$ cat src/rtl/mem_port_arbiter.sv
// mem_port_arbiter: shares one single-ported memory between instruction fetch and load/store.
// Latency: gnt same cycle as request in IDLE; rvalid one cycle after mem_rvalid (min 3 cycles gnt-to-gnt, 2 with zero-latency memory).
// Backpressure: one transaction outstanding; requests outside IDLE are held by the requester; mem_* held until mem_gnt.
//
// Ports:
//   clk, rst                  clock and synchronous active-high reset
//   if_req/if_addr            fetch request, answered by if_gnt, then if_rvalid/if_rdata/if_err
//   d_req/d_we/d_addr/...     load/store request, answered by d_gnt, then d_rvalid/d_rdata/d_err
//   mem_req/mem_we/...        registered request to memory, held until mem_gnt
//   mem_rvalid/rdata/err      in-order memory response
//   spurious_rsp              sticky flag: response seen while none was expected
module mem_port_arbiter #(
  parameter int ADDR_WIDTH      = 32,
  parameter int DATA_WIDTH      = 32,
  parameter int MAX_DATA_STREAK = 4
) (
  input  logic                    clk,
  input  logic                    rst,
  input  logic                    if_req,
  input  logic [ADDR_WIDTH-1:0]   if_addr,
  output logic                    if_gnt,
  output logic                    if_rvalid,
  output logic [DATA_WIDTH-1:0]   if_rdata,
  output logic                    if_err,
  input  logic                    d_req,
  input  logic                    d_we,
  input  logic [ADDR_WIDTH-1:0]   d_addr,
  input  logic [DATA_WIDTH-1:0]   d_wdata,
  input  logic [DATA_WIDTH/8-1:0] d_be,
  output logic                    d_gnt,
  output logic                    d_rvalid,
  output logic [DATA_WIDTH-1:0]   d_rdata,
  output logic                    d_err,
  output logic                    mem_req,
  output logic                    mem_we,
  output logic [ADDR_WIDTH-1:0]   mem_addr,
  output logic [DATA_WIDTH-1:0]   mem_wdata,
  output logic [DATA_WIDTH/8-1:0] mem_be,
  input  logic                    mem_gnt,
  input  logic                    mem_rvalid,
  input  logic [DATA_WIDTH-1:0]   mem_rdata,
  input  logic                    mem_err,
  output logic                    spurious_rsp
);

  localparam int SW = $clog2(MAX_DATA_STREAK + 1);

  typedef enum logic [1:0] {IDLE, WAIT_GNT, WAIT_RSP} state_t;

  state_t        state;
  logic          owner_d;   // 1 = data port owns the outstanding transaction
  logic [SW-1:0] streak;    // data grants since the last fetch grant, saturating

  logic streak_full;
  logic win_d;
  logic win_if;
  logic arb_en;
  logic complete;
  logic spurious_hit;

  // Data wins unless a waiting fetch has already been passed over too often.
  assign streak_full = (streak >= SW'(MAX_DATA_STREAK));
  assign win_d       = d_req && !(if_req && streak_full);
  assign win_if      = if_req && !win_d;
  assign arb_en      = (state == IDLE) && !rst;

  assign if_gnt = arb_en && win_if;
  assign d_gnt  = arb_en && win_d;

  // A response together with mem_gnt covers zero-latency memory.
  assign complete     = ((state == WAIT_GNT) && mem_gnt && mem_rvalid) ||
                        ((state == WAIT_RSP) && mem_rvalid);
  assign spurious_hit = mem_rvalid &&
                        ((state == IDLE) || ((state == WAIT_GNT) && !mem_gnt));

  always_ff @(posedge clk) begin
    if (rst) begin
      state        <= IDLE;
      owner_d      <= 1'b0;
      streak       <= '0;
      mem_req      <= 1'b0;
      mem_we       <= 1'b0;
      mem_addr     <= '0;
      mem_wdata    <= '0;
      mem_be       <= '0;
      if_rvalid    <= 1'b0;
      if_rdata     <= '0;
      if_err       <= 1'b0;
      d_rvalid     <= 1'b0;
      d_rdata      <= '0;
      d_err        <= 1'b0;
      spurious_rsp <= 1'b0;
    end else begin
      if_rvalid <= 1'b0;
      d_rvalid  <= 1'b0;

      if (spurious_hit) begin
        spurious_rsp <= 1'b1;
      end

      case (state)
        IDLE: begin
          if (win_d) begin
            owner_d   <= 1'b1;
            mem_req   <= 1'b1;
            mem_we    <= d_we;
            mem_addr  <= d_addr;
            mem_wdata <= d_wdata;
            // Byte enables only matter for stores; loads read the full word.
            mem_be    <= d_we ? d_be : '1;
            state     <= WAIT_GNT;
            if (!streak_full) begin
              streak <= streak + SW'(1);
            end
          end else if (win_if) begin
            owner_d   <= 1'b0;
            mem_req   <= 1'b1;
            mem_we    <= 1'b0;
            mem_addr  <= if_addr;
            mem_wdata <= '0;
            mem_be    <= '1;
            state     <= WAIT_GNT;
            streak    <= '0;
          end
        end
        WAIT_GNT: begin
          if (mem_gnt) begin
            mem_req <= 1'b0;
            state   <= mem_rvalid ? IDLE : WAIT_RSP;
          end
        end
        WAIT_RSP: begin
          if (mem_rvalid) begin
            state <= IDLE;
          end
        end
        default: state <= IDLE;
      endcase

      if (complete) begin
        if (owner_d) begin
          d_rvalid <= 1'b1;
          d_rdata  <= mem_we ? '0 : mem_rdata;
          d_err    <= mem_err;
        end else begin
          if_rvalid <= 1'b1;
          if_rdata  <= mem_rdata;
          if_err    <= mem_err;
        end
      end
    end
  end

endmodule
$ cat config.mk
export PLATFORM = sky130hd
export DESIGN_NAME = mem_port_arbiter
export DESIGN_NICKNAME = d
export VERILOG_FILES = /design/src/rtl/mem_port_arbiter.sv
export SDC_FILE = /design/constraint.sdc
export NUM_CORES = 1
export LEC_CHECK = 0
export ABC_AREA = 1
export CORE_MARGIN = 3
export CORE_UTILIZATION = 38
export DETAILED_ROUTE_END_ITERATION = 7
export GPL_TIMING_DRIVEN = 0
export PLACE_DENSITY = 0.83
export REMOVE_ABC_BUFFERS = 1
export SLEW_MARGIN = 20
export SYNTH_ARGS = -nofsm -noshare
export SYNTH_HDL_FRONTEND = slang
export SYNTH_SLANG_ARGS = --single-unit
export TNS_END_PERCENT = 5
$ cat constraint.sdc
create_clock -name clk -period 1.17 [get_ports clk]
set_input_delay 0.117 -clock clk [delete_from_list [all_inputs] [get_ports clk]]
set_output_delay 0.117 -clock clk [all_outputs]
set_load 0.01 [all_outputs]
==> results.toml <==
[outcome]
outcome = "finished, violations left"
violations = "negative setup slack"

[power]
swShare = 0.301
leakage_nw = 4.58
vdd_drop_max_v = 0.000982
power_frac_comb = 0.205
p_int_mw = 9.37
clkPwrFrac = 0.387
power.density_mw_per_mm2 = 1320
sequentialPowerShare = 0.408
p_switching_mw = 4.03

[finish]
design_area_mm2 = 0.0101
fin_nets = 1297
antennaDiodeCount = 0
drive_above_1_share = 0.156
finish.utilization = 0.654
syn_to_final_growth_pct = 65.6

[timing]
slew_violations = 0
finalHoldViolations = 0
period_share = 1.25
fin_ws_ps = -290
worst_pin_slew_ps = 521
skew_ps = 9.00
fin_crit_ps = 1460
grt_setup_unrepaired = "yes"
finalSetupViolCount = 144
clock.fmax_mhz = 685
slew_headroom = 0.652

[logic_synthesis]
ys_ff_latch = 145
synth-edff-count = 0
synth.area.top_cells = "dfxtp_1, nand2_1, nand3_1"
synthTopCellsByCount = "nand2_1, dfxtp_1, nor2_1"
syn_area_per_cell_um2 = 6.98
syn_area_mm2 = 0.00612
async_flop_share = 0
yosys_warnings = 0
ys_seq_area_frac = 0.474
yosys.area.top_type = "dfxtp_1"
ys.flop_type = "dfxtp_1"
netlist_instances = 877
yosysMostFrequentCell = "nand2_1"
synth_top_cell_area_share = 0.474
ys_types = 24

[placed_design]
gp_congestion = 0.766
placed_area_mm2 = 0.00895
dp_hpwl_mm = 13.4
io_buffers = 280

[clock_tree]
cts_max_level = 4
clkSinkCount = 145
cts_inserted_buffers = 17
root_buffer = "clkbuf_16"
cts_buffer_depth = 2
cts_hold_buf = 0
clk_latency_ps = 420
clk_pin_slew_ps = 60
cts_tree = "built"

[floorplanning]
io_pins = 281
core-area_mm2 = 0.0155
rows = 45
start_util = 0.395
die_x_um = 133
die_y_um = 133
dieArea_mm2 = 0.0177

[route]
ant_nets = 0
routedWlPerCell_um = 16.9
drt-total-wl_mm = 23.3
vias_per_cell = 5.03
firstDrtPassIters = 5
drc = 0
dr_total_vias = 6934
first_iter_violations = 328

[worst_hold_path]
hold_class = "input pin to flop"
whs_path_depth = 2

[worst_setup_path]
worstSetupEndpointType = "primary output"
arrival_ps = 1340
startpoint_type = "flop"
crit_type = "flop to primary output"
rr_worst_depth = 7
crit_fanout = 5
required_ps = 1050

[grt]
first_global_vias = 6226
antenna_found_initial = 0
overflow = 0
track_usage = 0.235
grt_max_degree = 69
grt_pass1_wl_mm = 33.0

[flow_run]
maxCapViolCount = 0
==> logic make-up (layout without fill, tap and decap cells) <==
| group | count (synthesis) | after routing | synth area share |
|---|---|---|---|
| AO/OA/AOI/OAI | 138 | 138 | 0.114 |
| adder cells (fa/ha/maj) | 2 | 2 | 0.00409 |
| AND/OR/NAND/NOR | 469 | 475 | 0.318 |
| buffers and inverters | 123 | 408 | 0.0896 |
| flip-flops | 145 | 145 | 0.474 |
==> path summary, 6_finish.rpt <==
| check | endpoint | slack (ps) | startpoint |
|---|---|---|---|
| worst max-delay path | d_gnt | -290 | state[0] |
| worst min-delay path | d_rvalid | 120 | rst |
| worst max register to register | if_rdata[1] | -260 | state[1] |
| worst min register to register | mem_req | 460 | mem_req |
==> layout by cell type, fill, tap and decap left out, types with 3 or more instances in the layout <==
cell | netlist | final
nand2_1 | 208 | 203
dfxtp_1 | 145 | 139
clkdlybuf4s50_1 | 0 | 136
nor2_1 | 128 | 124
nand3_1 | 124 | 116
a21oi_1 | 96 | 84
clkdlybuf4s15_1 | 0 | 79
inv_1 | 49 | 47
clkbuf_2 | 0 | 40
o21ai_0 | 33 | 32
clkbuf_16 | 0 | 22
buf_4 | 8 | 19
a21oi_2 | 0 | 12
inv_6 | 0 | 11
dlygate4sd2_1 | 0 | 11
o21ai_1 | 7 | 8
buf_6 | 2 | 8
clkdlybuf4s15_2 | 0 | 8
nand2_8 | 0 | 7
nand3_2 | 1 | 6
clkinvlp_4 | 0 | 4
buf_12 | 0 | 4
dfxtp_4 | 0 | 4
nor2_2 | 0 | 3
nor2_4 | 1 | 3
nand2_4 | 0 | 3
nand2_2 | 3 | 3
nand3_4 | 0 | 3
clkinv_4 | 0 | 3
buf_2 | 33 | 3
buf_16 | 0 | 3
==> registers in the layout, summed over array words and instances (netlist names) <==
signal and count:
d_rdata 32, if_rdata 32, mem_be 4, spurious_rsp 1, mem_wdata 32, mem_req 1, d_rvalid 1, if_rvalid 1
mem_we 1, state 2, owner_d 1, if_err 1, d_err 1, streak 3, mem_addr 32
==> critical path: stages (launching register included) <==
cell,delay (ps)
dfxtp_2,350
inv_4,90
nand2_8,70
nor2_4,140
nand2_4,110
inv_16,70
buf_6,90
==> power groups by stage <==
stage	combinational [mW]	clock, mW	sequential, mW
floorplan	0.861	0	5.71
global placement	2.40	0	5.57
detailed placement	2.48	0	5.56
CTS	2.54	5.25	5.45
global route	2.98	5.48	5.51
finish	2.75	5.18	5.47
==> area by class of cell <==
class	instances	area [um^2]
inverter	55	282
sequential	145	2920
multi-input combinational	615	2970
timing repair buffer	317	3110
tap	211	264
clock buffer	17	425
fill	1325	5350
clock inverter	15	126
timing repair inverter	4	33.8
==> per-stage QoR <==
| stage | worst slack [ps] | std cells | hold WS [ps] | power [mW] | setup TNS, ps |
|---|---|---|---|---|---|
| after floorplan | -1050 | 809 | 186 | 6.57 | -106040 |
| after global placement | -3000 | 1300 | 437 | 7.97 | -311190 |
| final | -290 | 1379 | 115 | 13.4 | -26330 |
| after CTS | -307 | 1361 | 202 | 13.2 | -25120 |
| after global routing | -336 | 1379 | 114 | 14.0 | -35610 |
| after detailed placement | -2320 | 1304 | 455 | 8.05 | -159870 |
==> routing by layer <==
| metal | up-vias | share of wire | global-route usage |
|---|---|---|---|
| met3 | 40 | 0.081 | 0.0745 |
| met5 | - | 0 | 0 |
| met2 | 299 | 0.52 | 0.415 |
| met4 | 0 | 0.023 | 0.0727 |
| li1 | 3384 | - | - |
| met1 | 3211 | 0.38 | 0.271 |
==> what timing repair did <==
item | CTS | global route
gates cloned | 8 | 11
pin swaps | 9 | 13
resized for setup | 272 | 153
endpoints found under the setup margin | 284 | 250
buffers inserted | 17 | 7
Power figures use the tool's default switching activity.
